File: config.mk
export PLATFORM = sky130hd
export DESIGN_NAME = uart_ext_core
export DESIGN_NICKNAME = d
export VERILOG_FILES = /design/src/rtl/uart_ext_pkg.sv /design/src/rtl/sync_fifo.sv /design/src/rtl/uart_bit_timer.sv /design/src/rtl/uart_ext_core.sv
export SDC_FILE = /design/constraint.sdc
export NUM_CORES = 1
export LEC_CHECK = 0
export BUFFER_PORTS_ARGS = -buffer_cell sky130_fd_sc_hd__buf_2
export CAP_MARGIN = 30
export CORE_ASPECT_RATIO = 1.25
export CORE_MARGIN = 3
export CORE_UTILIZATION = 40
export DETAILED_ROUTE_END_ITERATION = 10
export PLACE_DENSITY_LB_ADDON = 0.2
export RECOVER_POWER = 100
export SLEW_MARGIN = 25
export SYNTH_ARGS = -nofsm -noshare
export SYNTH_HDL_FRONTEND = slang
export SYNTH_HIERARCHICAL = 1
export SYNTH_SLANG_ARGS = --single-unit
File: constraint.sdc
create_clock -name clk_i -period 3.8 [get_ports clk_i]
set_input_delay 0.57 -clock clk_i [delete_from_list [all_inputs] [get_ports clk_i]]
set_output_delay 0.57 -clock clk_i [all_outputs]
set_load 0.01 [all_outputs]
File: src/rtl/uart_ext_pkg.sv
// rtl/uart_ext_pkg.sv - shared types, constants and helpers for the UART core
package uart_ext_pkg;

  typedef enum logic [1:0] {
    PAR_NONE     = 2'd0,
    PAR_EVEN     = 2'd1,
    PAR_ODD      = 2'd2,
    PAR_NONE_ALT = 2'd3
  } parity_e;

  typedef enum logic [1:0] {
    BITS_5 = 2'd0,
    BITS_6 = 2'd1,
    BITS_7 = 2'd2,
    BITS_8 = 2'd3
  } data_bits_e;

  typedef enum logic [2:0] {
    TX_IDLE, TX_START, TX_DATA, TX_PARITY, TX_STOP1, TX_STOP2
  } tx_state_e;

  typedef enum logic [2:0] {
    RX_IDLE, RX_START, RX_DATA, RX_PARITY, RX_STOP
  } rx_state_e;

  localparam int IRQ_TXWM  = 0;
  localparam int IRQ_RXWM  = 1;
  localparam int IRQ_RXTMO = 2;
  localparam int IRQ_ERR   = 3;

  localparam logic [15:0] MIN_DIV = 16'd4;

  // Divisors below MIN_DIV leave no room for a mid-bit sample point
  function automatic logic [15:0] eff_div(input logic [15:0] div);
    return (div < MIN_DIV) ? MIN_DIV : div;
  endfunction

  function automatic logic [7:0] data_mask(input data_bits_e bits);
    case (bits)
      BITS_5:  return 8'h1F;
      BITS_6:  return 8'h3F;
      BITS_7:  return 8'h7F;
      default: return 8'hFF;
    endcase
  endfunction

  // Index of the final data bit of a frame (4..7)
  function automatic logic [2:0] last_bit(input data_bits_e bits);
    return {1'b0, bits} + 3'd4;
  endfunction

  function automatic logic parity_on(input parity_e par);
    return (par == PAR_EVEN) || (par == PAR_ODD);
  endfunction

endpackage

File: src/rtl/sync_fifo.sv
// rtl/sync_fifo.sv - single-clock FIFO with flush, registered level and fall-through head
module sync_fifo #(
  parameter int DEPTH = 16,
  parameter int W     = 8,
  parameter int LW    = $clog2(DEPTH + 1)
) (
  input  logic          clk_i,
  input  logic          rst_i,
  input  logic          flush_i,
  input  logic          push_i,
  input  logic [W-1:0]  data_i,
  input  logic          pop_i,
  output logic [W-1:0]  data_o,
  output logic          full_o,
  output logic          empty_o,
  output logic [LW-1:0] level_o
);

  localparam int AW = $clog2(DEPTH);

  logic [W-1:0]  mem [DEPTH];
  logic [AW-1:0] wr_ptr;
  logic [AW-1:0] rd_ptr;
  logic [LW-1:0] level;
  logic          wr_ok;
  logic          rd_ok;

  // A push into a full FIFO is refused even when a pop happens in the same cycle
  assign wr_ok   = push_i && !full_o;
  assign rd_ok   = pop_i && !empty_o;
  assign full_o  = (level == LW'(DEPTH));
  assign empty_o = (level == '0);
  assign level_o = level;
  assign data_o  = mem[rd_ptr];

  // Pointer and occupancy bookkeeping; flush overrides any push or pop
  always_ff @(posedge clk_i or posedge rst_i) begin
    if (rst_i) begin
      wr_ptr <= '0;
      rd_ptr <= '0;
      level  <= '0;
    end else if (flush_i) begin
      wr_ptr <= '0;
      rd_ptr <= '0;
      level  <= '0;
    end else begin
      if (wr_ok) wr_ptr <= wr_ptr + AW'(1);
      if (rd_ok) rd_ptr <= rd_ptr + AW'(1);
      level <= level + LW'(wr_ok) - LW'(rd_ok);
    end
  end

  // Storage array, no reset needed since reads are gated by level
  always_ff @(posedge clk_i) begin
    if (wr_ok && !flush_i) mem[wr_ptr] <= data_i;
  end

endmodule

File: src/rtl/uart_bit_timer.sv
// rtl/uart_bit_timer.sv - bit-period down counter with full or half-bit restart
module uart_bit_timer (
  input  logic        clk_i,
  input  logic        rst_i,
  input  logic        en_i,
  input  logic        start_i,
  input  logic        half_i,
  input  logic [15:0] div_i,
  output logic        tick_o
);

  logic [15:0] cnt;

  assign tick_o = en_i && !start_i && (cnt == '0);

  // Count div-1..0 and reload; a start realigns the phase to a full or half bit
  always_ff @(posedge clk_i or posedge rst_i) begin
    if (rst_i) begin
      cnt <= '0;
    end else if (start_i) begin
      cnt <= half_i ? ((div_i >> 1) - 16'd1) : (div_i - 16'd1);
    end else if (en_i) begin
      cnt <= (cnt == '0) ? (div_i - 16'd1) : (cnt - 16'd1);
    end
  end

endmodule

File: src/rtl/uart_ext_core.sv
// rtl/uart_ext_core.sv - UART transceiver with runtime frame format, FIFOs, timeout and IRQ
module uart_ext_core
  import uart_ext_pkg::*;
#(
  parameter int TX_FIFO_DEPTH = 16,
  parameter int RX_FIFO_DEPTH = 16,
  parameter int TIMEOUT_W     = 8,
  localparam int LVL_W = $clog2(((TX_FIFO_DEPTH > RX_FIFO_DEPTH) ? TX_FIFO_DEPTH : RX_FIFO_DEPTH) + 1)
) (
  input  logic                 clk_i,
  input  logic                 rst_i,
  input  logic                 cfg_tx_en_i,
  input  logic                 cfg_rx_en_i,
  input  logic [15:0]          cfg_baud_div_i,
  input  logic [1:0]           cfg_data_bits_i,
  input  logic [1:0]           cfg_parity_i,
  input  logic                 cfg_stop2_i,
  input  logic [LVL_W-1:0]     cfg_tx_wm_i,
  input  logic [LVL_W-1:0]     cfg_rx_wm_i,
  input  logic [TIMEOUT_W-1:0] cfg_rx_tmo_i,
  input  logic [3:0]           cfg_irq_en_i,
  input  logic                 tx_flush_i,
  input  logic                 rx_flush_i,
  input  logic                 err_clr_i,
  input  logic                 tx_valid_i,
  output logic                 tx_ready_o,
  input  logic [7:0]           tx_data_i,
  output logic                 rx_valid_o,
  input  logic                 rx_ready_i,
  output logic [7:0]           rx_data_o,
  output logic [LVL_W-1:0]     tx_level_o,
  output logic [LVL_W-1:0]     rx_level_o,
  output logic                 tx_idle_o,
  output logic                 rx_idle_o,
  output logic [2:0]           err_o,
  output logic                 irq_o,
  output logic                 tx_pin_o,
  input  logic                 rx_pin_i
);

  // ---------------- TX path ----------------
  tx_state_e  tx_state;
  logic [7:0] tx_head;
  logic [7:0] tx_masked;
  logic [7:0] tx_shreg;
  logic [2:0] tx_bit;
  logic [2:0] tx_last;
  logic [15:0] tx_div;
  logic [15:0] tx_timer_div;
  logic       tx_par_on;
  logic       tx_par_bit;
  logic       tx_stop2;
  logic       tx_empty;
  logic       tx_full;
  logic       tx_pop;
  logic       tx_tick;
  logic       tx_busy_q;
  logic       tx_pin_q;

  assign tx_masked    = tx_head & data_mask(data_bits_e'(cfg_data_bits_i));
  assign tx_pop       = cfg_tx_en_i && (tx_state == TX_IDLE) && !tx_empty && !tx_flush_i;
  assign tx_timer_div = tx_pop ? eff_div(cfg_baud_div_i) : tx_div;

  sync_fifo #(.DEPTH(TX_FIFO_DEPTH), .W(8), .LW(LVL_W)) u_tx_fifo (
    .clk_i   (clk_i),
    .rst_i   (rst_i),
    .flush_i (tx_flush_i),
    .push_i  (tx_valid_i),
    .data_i  (tx_data_i),
    .pop_i   (tx_pop),
    .data_o  (tx_head),
    .full_o  (tx_full),
    .empty_o (tx_empty),
    .level_o (tx_level_o)
  );

  uart_bit_timer u_tx_timer (
    .clk_i   (clk_i),
    .rst_i   (rst_i),
    .en_i    (tx_state != TX_IDLE),
    .start_i (tx_pop),
    .half_i  (1'b0),
    .div_i   (tx_timer_div),
    .tick_o  (tx_tick)
  );

  // TX frame sequencer; the pin register follows the state one cycle later
  always_ff @(posedge clk_i or posedge rst_i) begin
    if (rst_i) begin
      tx_state   <= TX_IDLE;
      tx_pin_q   <= 1'b1;
      tx_busy_q  <= 1'b0;
      tx_shreg   <= '0;
      tx_bit     <= '0;
      tx_last    <= 3'd7;
      tx_par_on  <= 1'b0;
      tx_par_bit <= 1'b0;
      tx_stop2   <= 1'b0;
      tx_div     <= MIN_DIV;
    end else if (!cfg_tx_en_i) begin
      tx_state  <= TX_IDLE;
      tx_pin_q  <= 1'b1;
      tx_busy_q <= 1'b0;
    end else begin
      tx_busy_q <= (tx_state != TX_IDLE);
      case (tx_state)
        TX_IDLE: begin
          tx_pin_q <= 1'b1;
          if (tx_pop) begin
            tx_shreg   <= tx_masked;
            tx_last    <= last_bit(data_bits_e'(cfg_data_bits_i));
            tx_par_on  <= parity_on(parity_e'(cfg_parity_i));
            tx_par_bit <= (^tx_masked) ^ (parity_e'(cfg_parity_i) == PAR_ODD);
            tx_stop2   <= cfg_stop2_i;
            tx_div     <= eff_div(cfg_baud_div_i);
            tx_state   <= TX_START;
          end
        end
        TX_START: begin
          tx_pin_q <= 1'b0;
          if (tx_tick) begin
            tx_bit   <= '0;
            tx_state <= TX_DATA;
          end
        end
        TX_DATA: begin
          tx_pin_q <= tx_shreg[0];
          if (tx_tick) begin
            tx_shreg <= tx_shreg >> 1;
            if (tx_bit == tx_last) tx_state <= tx_par_on ? TX_PARITY : TX_STOP1;
            else                   tx_bit   <= tx_bit + 3'd1;
          end
        end
        TX_PARITY: begin
          tx_pin_q <= tx_par_bit;
          if (tx_tick) tx_state <= TX_STOP1;
        end
        TX_STOP1: begin
          tx_pin_q <= 1'b1;
          if (tx_tick) tx_state <= tx_stop2 ? TX_STOP2 : TX_IDLE;
        end
        TX_STOP2: begin
          tx_pin_q <= 1'b1;
          if (tx_tick) tx_state <= TX_IDLE;
        end
        default: tx_state <= TX_IDLE;
      endcase
    end
  end

  assign tx_pin_o   = tx_pin_q;
  assign tx_ready_o = !tx_full;
  assign tx_idle_o  = (tx_state == TX_IDLE) && !tx_busy_q && tx_empty;

  // ---------------- RX path ----------------
  rx_state_e   rx_state;
  logic        rx_s1;
  logic        rx_s2;
  logic        rx_prev;
  logic        rx_go;
  logic        rx_tick;
  logic [15:0] rx_div;
  logic [15:0] rx_timer_div;
  logic [7:0]  rx_shreg;
  logic [7:0]  rx_aligned;
  logic [2:0]  rx_bit;
  logic [2:0]  rx_last;
  logic        rx_par_on;
  logic        rx_odd;
  logic        rx_par_smp;
  logic        rx_push_q;
  logic [7:0]  rx_data_q;
  logic        rx_perr_q;
  logic        rx_ferr_q;
  logic        rx_empty;
  logic        rx_full;

  assign rx_go        = cfg_rx_en_i && (rx_state == RX_IDLE) && rx_prev && !rx_s2;
  assign rx_timer_div = (rx_state == RX_IDLE) ? eff_div(cfg_baud_div_i) : rx_div;
  assign rx_aligned   = rx_shreg >> (3'd7 - rx_last);

  // Two-flop synchroniser plus one history flop for falling-edge detection
  always_ff @(posedge clk_i or posedge rst_i) begin
    if (rst_i) begin
      rx_s1   <= 1'b1;
      rx_s2   <= 1'b1;
      rx_prev <= 1'b1;
    end else begin
      rx_s1   <= rx_pin_i;
      rx_s2   <= rx_s1;
      rx_prev <= rx_s2;
    end
  end

  // Free-running while idle so the timeout has a bit-time reference
  uart_bit_timer u_rx_timer (
    .clk_i   (clk_i),
    .rst_i   (rst_i),
    .en_i    (cfg_rx_en_i),
    .start_i (rx_go),
    .half_i  (1'b1),
    .div_i   (rx_timer_div),
    .tick_o  (rx_tick)
  );

  // RX frame sequencer sampling at mid-bit; completed byte is pushed one cycle after stop
  always_ff @(posedge clk_i or posedge rst_i) begin
    if (rst_i) begin
      rx_state   <= RX_IDLE;
      rx_shreg   <= '0;
      rx_bit     <= '0;
      rx_last    <= 3'd7;
      rx_par_on  <= 1'b0;
      rx_odd     <= 1'b0;
      rx_div     <= MIN_DIV;
      rx_par_smp <= 1'b0;
      rx_push_q  <= 1'b0;
      rx_data_q  <= '0;
      rx_perr_q  <= 1'b0;
      rx_ferr_q  <= 1'b0;
    end else begin
      rx_push_q <= 1'b0;
      if (!cfg_rx_en_i) begin
        rx_state <= RX_IDLE;
      end else begin
        case (rx_state)
          RX_IDLE: begin
            if (rx_go) begin
              rx_last   <= last_bit(data_bits_e'(cfg_data_bits_i));
              rx_par_on <= parity_on(parity_e'(cfg_parity_i));
              rx_odd    <= (parity_e'(cfg_parity_i) == PAR_ODD);
              rx_div    <= eff_div(cfg_baud_div_i);
              rx_state  <= RX_START;
            end
          end
          RX_START: begin
            if (rx_tick) begin
              rx_bit   <= '0;
              rx_state <= rx_s2 ? RX_IDLE : RX_DATA;
            end
          end
          RX_DATA: begin
            if (rx_tick) begin
              rx_shreg <= {rx_s2, rx_shreg[7:1]};
              if (rx_bit == rx_last) rx_state <= rx_par_on ? RX_PARITY : RX_STOP;
              else                   rx_bit   <= rx_bit + 3'd1;
            end
          end
          RX_PARITY: begin
            if (rx_tick) begin
              rx_par_smp <= rx_s2;
              rx_state   <= RX_STOP;
            end
          end
          RX_STOP: begin
            if (rx_tick) begin
              rx_push_q <= 1'b1;
              rx_data_q <= rx_aligned;
              rx_perr_q <= rx_par_on && ((^rx_aligned) ^ rx_odd ^ rx_par_smp);
              rx_ferr_q <= !rx_s2;
              rx_state  <= RX_IDLE;
            end
          end
          default: rx_state <= RX_IDLE;
        endcase
      end
    end
  end

  sync_fifo #(.DEPTH(RX_FIFO_DEPTH), .W(8), .LW(LVL_W)) u_rx_fifo (
    .clk_i   (clk_i),
    .rst_i   (rst_i),
    .flush_i (rx_flush_i),
    .push_i  (rx_push_q),
    .data_i  (rx_data_q),
    .pop_i   (rx_ready_i),
    .data_o  (rx_data_o),
    .full_o  (rx_full),
    .empty_o (rx_empty),
    .level_o (rx_level_o)
  );

  assign rx_valid_o = !rx_empty;
  assign rx_idle_o  = (rx_state == RX_IDLE);

  // ---------------- status, timeout, interrupt ----------------
  logic [2:0]           err_q;
  logic [2:0]           err_set;
  logic [TIMEOUT_W-1:0] tmo_cnt;
  logic                 tmo_flag;
  logic                 rx_pop_ok;
  logic [3:0]           irq_src;
  logic                 irq_q;

  assign err_set   = {rx_push_q && rx_full, rx_push_q && rx_ferr_q, rx_push_q && rx_perr_q};
  assign rx_pop_ok = rx_ready_i && !rx_empty;

  // Sticky error bits; a new error in the clear cycle survives
  always_ff @(posedge clk_i or posedge rst_i) begin
    if (rst_i) err_q <= '0;
    else       err_q <= (err_q & ~{3{err_clr_i}}) | err_set;
  end

  // Idle bit-time counter for unread RX data; flag holds until the data is consumed or flushed
  always_ff @(posedge clk_i or posedge rst_i) begin
    if (rst_i) begin
      tmo_cnt  <= '0;
      tmo_flag <= 1'b0;
    end else if (rx_flush_i || rx_pop_ok) begin
      tmo_cnt  <= '0;
      tmo_flag <= 1'b0;
    end else if ((rx_state != RX_IDLE) || rx_empty) begin
      tmo_cnt <= '0;
    end else if (rx_tick && (cfg_rx_tmo_i != '0) && !tmo_flag) begin
      tmo_cnt <= tmo_cnt + TIMEOUT_W'(1);
      if ((tmo_cnt + TIMEOUT_W'(1)) == cfg_rx_tmo_i) tmo_flag <= 1'b1;
    end
  end

  always_comb begin
    irq_src            = '0;
    irq_src[IRQ_TXWM]  = cfg_tx_en_i && (tx_level_o <= cfg_tx_wm_i);
    irq_src[IRQ_RXWM]  = (cfg_rx_wm_i != '0) && (rx_level_o >= cfg_rx_wm_i);
    irq_src[IRQ_RXTMO] = tmo_flag;
    irq_src[IRQ_ERR]   = |err_q;
  end

  // Interrupt line registered from the enabled sources
  always_ff @(posedge clk_i or posedge rst_i) begin
    if (rst_i) irq_q <= 1'b0;
    else       irq_q <= |(irq_src & cfg_irq_en_i);
  end

  assign err_o = err_q;
  assign irq_o = irq_q;

endmodule

==> out/metrics.cfg, run 1 <==
[sta]
rsz0062_at_grt=no
setup_tns_ps=0
finalCritPeriodShare=0.943
finalWorstPathRequiredPeriod_ps=3580
fmax_mhz=279
maxSlewHeadroom=-0.152
worst_slew_pin_slew_ps=1730
clock_skew_ps=14.1
setup_viol=0
slew_violations=39
hold_viol_final=0
hold_ws_ps=152

[layout]
multi_input_area_um2=8500
drive_gt1_frac=0.153
seq_area_um2=11600
area_delta_synth_final_pct=12.4
fin_cells=2544
final_nets=1960
fillerInstances=4651

[critical_path]
worstPathMaxFanout=21
crit_path_start_kind=flop
endpoint_kind=output pin
cp_data_arrival_time_ps=3010
required_ps=3230
path_buf_inv=2
crit_path_top_delay_cell=dfrtp_2
critical_path_class=reg -> out
cpPeakStageDelay_ps=700
path_delay_family=buffers and inverters
worstPathCellList=clkbuf_2 > mux4_2 > a221o_1 > clkbuf_1

[pwr]
power_mw=13.9
vdd_ir_drop_max_mv=0.428
seqPwrFrac=0.408
p_int_mw=9.20
netSwitchingFraction=0.338
power.switching_mw=4.70
combPwrFrac=0.296
cellPowerDensity_nw_per_um2=598
p_leak_nw=8.51
clockPowerShare=0.296

[cts]
cts_root_buffer=clkbuf_16
clock_latency_ps=570
cts_tree=done
clock_path_buffers=3
cts_buffers=44
post_cts_buffers=0
clk_pin_slew_worst_paths_ps=60
cts_sinks=413
cts_htree_levels=2

[die]
rows=92
start_util=0.408
die_y_um=260
core-area_um2=50800
fp.dieW_um=209
ios=88
die_area_um2=54500

[placed_design]
post-dp-hpwl_mm=34.6
io_buffers=87
gp_congestion=0.845
placed_cells=2462

[outcome]
status=complete, but fails checks
violations=max-capacitance violations, max-slew violations

[synth]
async_flop_share=0.380
netlist_area_um2=20700
ys_ff_latch=413
netlist.area_leader.share=0.371
post-synth-top-area-cell=edfxtp_1
yosysSeqAreaShare=0.562
postSynthCellCount=1739
synthTopCellsByArea=edfxtp_1 (37%), dfrtp_1 (18%), nand2_1 (5.1%)
synthDistinctLibCells=87
synth-edff-count=256
synth.avg_cell_area_um2=11.9
ys.flop_type=edfxtp_1
ys_warn_count=6

[detailed_routing]
postRouteAntennaNets=0
dr.first_iter.drc_count=785
num_vias=13700
first_pass_iters=5
viasPerCell=5.37
wl_per_cell_um=19.2
post-route-drc-count=0
wl_mm=48.9

[grt]
track_usage=0.178
gr-total-overflow=0
grt_pass1_vias=13700
grt_pass1_wl_mm=77.1
antenna_found_initial=1
grt_max_degree=70

[hold_path]
hold_class=in -> reg

[run]
cap_violations=1

[metrics by stage]
stage | utilization | worst slack [ps] | instance area [um2]
after CTS | 0.460 | 285 | 23300
after detailed placement | 0.433 | 280 | 22000
final | 0.458 | 218 | 23300
after floorplan | - | 285 | 20700
after global routing | 0.458 | 9.31 | 23200
after global placement | 0.433 | 353 | 22000
[cells in the final DEF, fill, tap and decap left out, types with 51 or more instances in the layout]
| cell type | synthesis | final |
|---|---|---|
| dfrtp_1 | 147 | 145 |
| xnor2_1 | 51 | 51 |
| clkbuf_1 | 34 | 52 |
| buf_2 | 19 | 58 |
| edfxtp_1 | 256 | 256 |
| nor2_1 | 83 | 83 |
| nand2_1 | 279 | 277 |
| inv_1 | 68 | 67 |
| o21ai_0 | 66 | 70 |
[power by group through the flow]
| stage | combinational, mW | clock, mW | sequential (mW) |
|---|---|---|---|
| CTS | 4.13 | 4.26 | 5.68 |
| global placement | 4.06 | 0 | 5.75 |
| global route | 4.59 | 4.43 | 5.74 |
| finish | 4.11 | 4.12 | 5.68 |
| floorplan | 3.15 | 0 | 5.63 |
| detailed placement | 4.11 | 0 | 5.76 |
[final timing paths]
kind	start	slack [ps]	to	cells past startpoint
setup / recovery	u_rx_fifo/rd_ptr[0]$_DFFE_PP0P_	220	rx_data_o[7]	4
hold / removal	rx_pin_i	150	rx_s1$_DFF_PP1_	1
setup reg to reg	u_tx_fifo/level_o[2]$_DFF_PP0_	300	u_tx_timer/cnt[2]$_DFFE_PP0P_	13
hold reg to reg	rx_s1$_DFF_PP1_	360	rx_s2$_DFF_PP1_	0
max in group asynchronous	rst_i	740	tx_last[0]$_DFFE_PP1P_	4
min in group asynchronous	rst_i	380	u_rx_fifo/wr_ptr[2]$_DFFE_PP0P_	2
[layout make-up]
type,count,area share
clock buffer,58,0.0526
timing repair buffer,128,0.0275
antenna,1,0.000108
multi-input combinational,1192,0.366
clock inverter,22,0.00689
inverter,72,0.0117
sequential,413,0.500
tap,658,0.0354
[routing by layer]
layer,routed length [um],part of all wire,track usage,vias up
met2,25500,0.52,0.324,250
met5,0,0,0,-
met4,1410,0.029,0.0607,0
met1,20200,0.41,0.216,6696
li1,-,-,-,6633
met3,1760,0.036,0.0260,86
[sequential cells by signal (all words and copies together), names as in the netlist, 8 cells and up]
name and cells:
u_rx_fifo/mem 128, rx_data_q 8, u_rx_timer/cnt 16, u_tx_timer/cnt 16, rx_div 16, tx_div 16, tx_shreg 8, tmo_cnt 8
rx_shreg 8, u_tx_fifo/mem 128
[synthesized netlist by cell type, types with 6 or more instances]
master    number
o21ai_1       13
nor2b_1       19
or4_1          6
a31oi_1        9
mux4_2        32
nand3b_1       7
xor2_1        50
nand2b_1      17
buf_1         11
nor4_2         6
nor4_1        18
ha_1          46
o31a_1         6
and3_1        16
o21ai_0       66
nor3_1        46
o22ai_1       23
o21a_1         6
buf_4          6
nand2_1      279
mux2i_1       50
mux2_2        49
edfxtp_1     256
xnor2_1       51
a22oi_1        6
o221ai_1      10
nor3b_1        7
and2_1        12
o211ai_1       8
a22o_1        19
buf_2         19
a221o_1       24
dfrtp_1      147
nand4_1       19
dfstp_2       10
a21o_1         9
inv_1         68
a21oi_1       36
nand3_1       31
nor2_1        83
clkbuf_1      34
[worst register-to-register path, stage by stage (launching register included)]
cell      delay, ps
dfrtp_1         370
inv_1            80
ha_1            170
or4b_1          500
inv_1           100
nor2_1           60
nand3_1         140
clkinv_1         80
buf_4           260
nand2b_1        290
a41oi_1         900
a21oi_1         160
a21oi_1         170
a221o_1         150
[cells by family after synthesis]
logic type	share of synthesized area
xor+xnor	0.0427
flops	0.562
mux	0.0857
simple gates	0.154
compound gates	0.0957
buf+inv	0.0302
fa+ha+maj	0.0297
other cells	0.000363
[timing repair]
action	in CTS	in global routing
setup endpoints to repair	0	5
gates resized for setup	0	8
hold buffers	0	0
Note: power is estimated with default switching activity, not from simulation.
==> run 2: changes to the inputs <==
--- a/config.mk
+++ b/config.mk
@@ -13,6 +13,7 @@
 export DETAILED_ROUTE_END_ITERATION = 10
 export PLACE_DENSITY_LB_ADDON = 0.2
 export RECOVER_POWER = 100
+export SETUP_SLACK_MARGIN = 0.4
 export SLEW_MARGIN = 25
 export SYNTH_ARGS = -nofsm -noshare
 export SYNTH_HDL_FRONTEND = slang
==> out/metrics.cfg, run 2 (same netlist as run 1, synthesis figures left out) <==
[critical_path]
path_delay_family=flip-flops
endpoint_kind=output pin
reg2reg_from=u_tx_fifo/level_o[2]$_DFF_PP0_
crit_path_start_kind=flop
crit_path_top_delay_cell=dfrtp_2
required_ps=3230  ; about the same
cp_data_arrival_time_ps=2770  ; -240 ps
critical_path_class=reg -> out
worstPathMaxFanout=16  ; -24%
path_buf_inv=2  ; unchanged
r2r_cells=15  ; +2
cpPeakStageDelay_ps=680  ; -20 ps
worstPathCellList=clkbuf_2 > mux4_2 > a221o_1 > clkbuf_1
regToRegSetupSlack_ps=470  ; +170 ps
reg2reg_to=u_tx_timer/cnt[13]$_DFFE_PP0P_

[run]
cap_violations=1  ; unchanged

[placed_design]
postPlaceCellArea_um2=22000  ; about the same
post-dp-hpwl_mm=34.9  ; +0.94%
gp_congestion=0.864  ; +2.3%
io_buffers=87  ; unchanged

[outcome]
violations=max-capacitance violations, max-slew violations
status=complete, but fails checks

[sta]
maxSlewHeadroom=-0.603  ; -0.451
hold_viol_final=0  ; unchanged
finalWorstPathRequiredPeriod_ps=3340  ; -246 ps
fmax_mhz=300  ; +7.4%
rsz0062_at_grt=yes
slew_violations=52  ; +33%
setup_viol=0  ; unchanged
finalCritPeriodShare=0.878  ; -0.0647
clock_skew_ps=19.2  ; +5.16 ps
worst_slew_pin_slew_ps=2390  ; +664 ps
setup_tns_ps=0  ; unchanged

[layout]
area_delta_synth_final_pct=13.5
fillerInstances=4592  ; -1.3%
final_common_cell=nand2_1
drive_gt1_frac=0.157  ; +0.00366
fin_area_um2=23500  ; +1.0%
top_regs=u_rx_fifo/mem: 128 flops, u_tx_fifo/mem: 128 flops
final_nets=1965  ; +0.26%
final_cell_mix=nand2_1 (277), edfxtp_1 (256), dfrtp_1 (144)

[cts]
clock_latency_ps=580  ; about the same
cts_sinks=413  ; unchanged
clk_pin_slew_worst_paths_ps=60  ; about the same
cts_htree_levels=2  ; unchanged
cts_buffers=45  ; +2.3%
clock_path_buffers=3  ; unchanged
cts_root_buffer=clkbuf_16
cts_tree=done

[grt]
grt_pass1_wl_mm=78.7  ; +2.1%
antenna_found_initial=2  ; +1
track_usage=0.182  ; +0.00393
grt_pass1_vias=13800  ; +0.46%
gr-total-overflow=0  ; unchanged
grt_max_degree=52  ; -26%

[pwr]
power_mw=14.4  ; +3.8%
cellPowerDensity_nw_per_um2=615  ; +2.8%
p_leak_nw=8.62  ; +1.4%
vdd_ir_drop_max_mv=0.383  ; -11%

[die]
rows=92  ; unchanged
die_y_um=260  ; unchanged
start_util=0.408  ; unchanged
die_area_um2=54500  ; unchanged
core-area_um2=50800  ; unchanged
fp.dieW_um=209  ; unchanged
ios=88  ; unchanged

[hold_path]
min_path_cells=1  ; unchanged
hold_end=rx_s1$_DFF_PP1_
min-delay-start=rx_pin_i
hold_class=in -> reg

[detailed_routing]
wl_mm=50.1  ; +2.4%
num_vias=13800  ; +0.76%
postRouteAntennaNets=0  ; unchanged
viasPerCell=5.40  ; +0.48%
dr.first_iter.drc_count=775  ; -1.3%
post-route-drc-count=0  ; unchanged
first_pass_iters=5  ; unchanged
wl_per_cell_um=19.6  ; +2.2%

## run 2: changes by cell type in the layout (fill, tap and decap cells not counted), moves of 3 or more
cell,previous run,this run
clkbuf_1,52,59
bufinv_16,1,6
clkinvlp_4,5,0
clkbuf_8,7,3
buf_4,18,15
clkbuf_16,44,48
o21ai_0,70,67
clkinv_2,3,8
## run 2: worst max-delay path by stage
stage / startpoint / end / slack (ps) / cells after the start
finish: u_rx_fifo/rd_ptr[0]$_DFFE_PP0P_ / rx_data_o[6] / 460 / 4
global route: u_tx_fifo/level_o[2]$_DFF_PP0_ / u_tx_fifo/level_o[4]$_DFF_PP0_ / 200 / 18
CTS: u_tx_fifo/level_o[2]$_DFF_PP0_ / u_tx_timer/cnt[12]$_DFFE_PP0P_ / 420 / 14
detailed placement: u_tx_fifo/level_o[2]$_DFF_PP0_ / u_tx_timer/cnt[6]$_DFFE_PP0P_ / 190 / 17
global placement: u_tx_fifo/level_o[2]$_DFF_PP0_ / u_tx_timer/cnt[13]$_DFFE_PP0P_ / 330 / 15
floorplan: u_tx_fifo/level_o[3]$_DFF_PP0_ / u_tx_timer/cnt[12]$_DFFE_PP0P_ / 430 / 15
## run 2: power breakdown
| part | internal (mW) | leakage [nW] | total (mW) | switching [mW] |
|---|---|---|---|---|
| clock | 2.74 | 0.759 | 4.52 | 1.79 |
| combinational | 1.71 | 3.75 | 4.24 | 2.53 |
| sequential | 5.21 | 4.11 | 5.68 | 0.470 |
| total | 9.65 | 8.62 | 14.4 | 4.78 |
## run 2: stage by stage
step,utilization,instances,worst slack (ps),hold slack (ps)
finish,0.463,2551,464,150
global route,0.463,2551,200,92.1
CTS,0.464,2547,423,91.6
detailed placement,0.433,2463,193,351
global placement,0.433,2463,327,346
floorplan,-,1751,429,345
## run 2: what timing repair did
item,CTS,global route
setup buffers,0,1
gates cloned,1,2
pin swaps,0,3
hold buffers,0,0
gates resized for setup,9,18
setup endpoints to repair,15,37
## run 2: worst reg2reg max path, stage by stage (launching register included)
cell and delay, ps:
dfrtp_1 370, inv_1 80, ha_1 170, or4b_1 490, inv_1 90, nor2_1 90
nand3_4 150, buf_12 160, o21ai_2 110, inv_1 120, ha_1 290, nor3b_1 290
nand2_1 140, o31a_1 310, o21ai_1 210, o211ai_1 120
## run 2: final cells by class
cell class	instances	area (um2)	area share
Multi-Input combinational cell	1194	8530	0.363
Clock buffer	59	1250	0.0533
Inverter	72	279	0.0119
Timing Repair Buffer	130	678	0.0289
Tap cell	658	823	0.0350
Clock inverter	24	292	0.0124
Antenna cell	1	2.50	0.000107
Sequential cell	413	11600	0.495
## run 2: layer usage
metal,wire [um],global-route usage,vias up
li1,-,-,6652
met1,21000,0.227,6773
met2,25800,0.323,259
met3,1760,0.0302,83
met4,1440,0.0596,2
met5,13,0,-
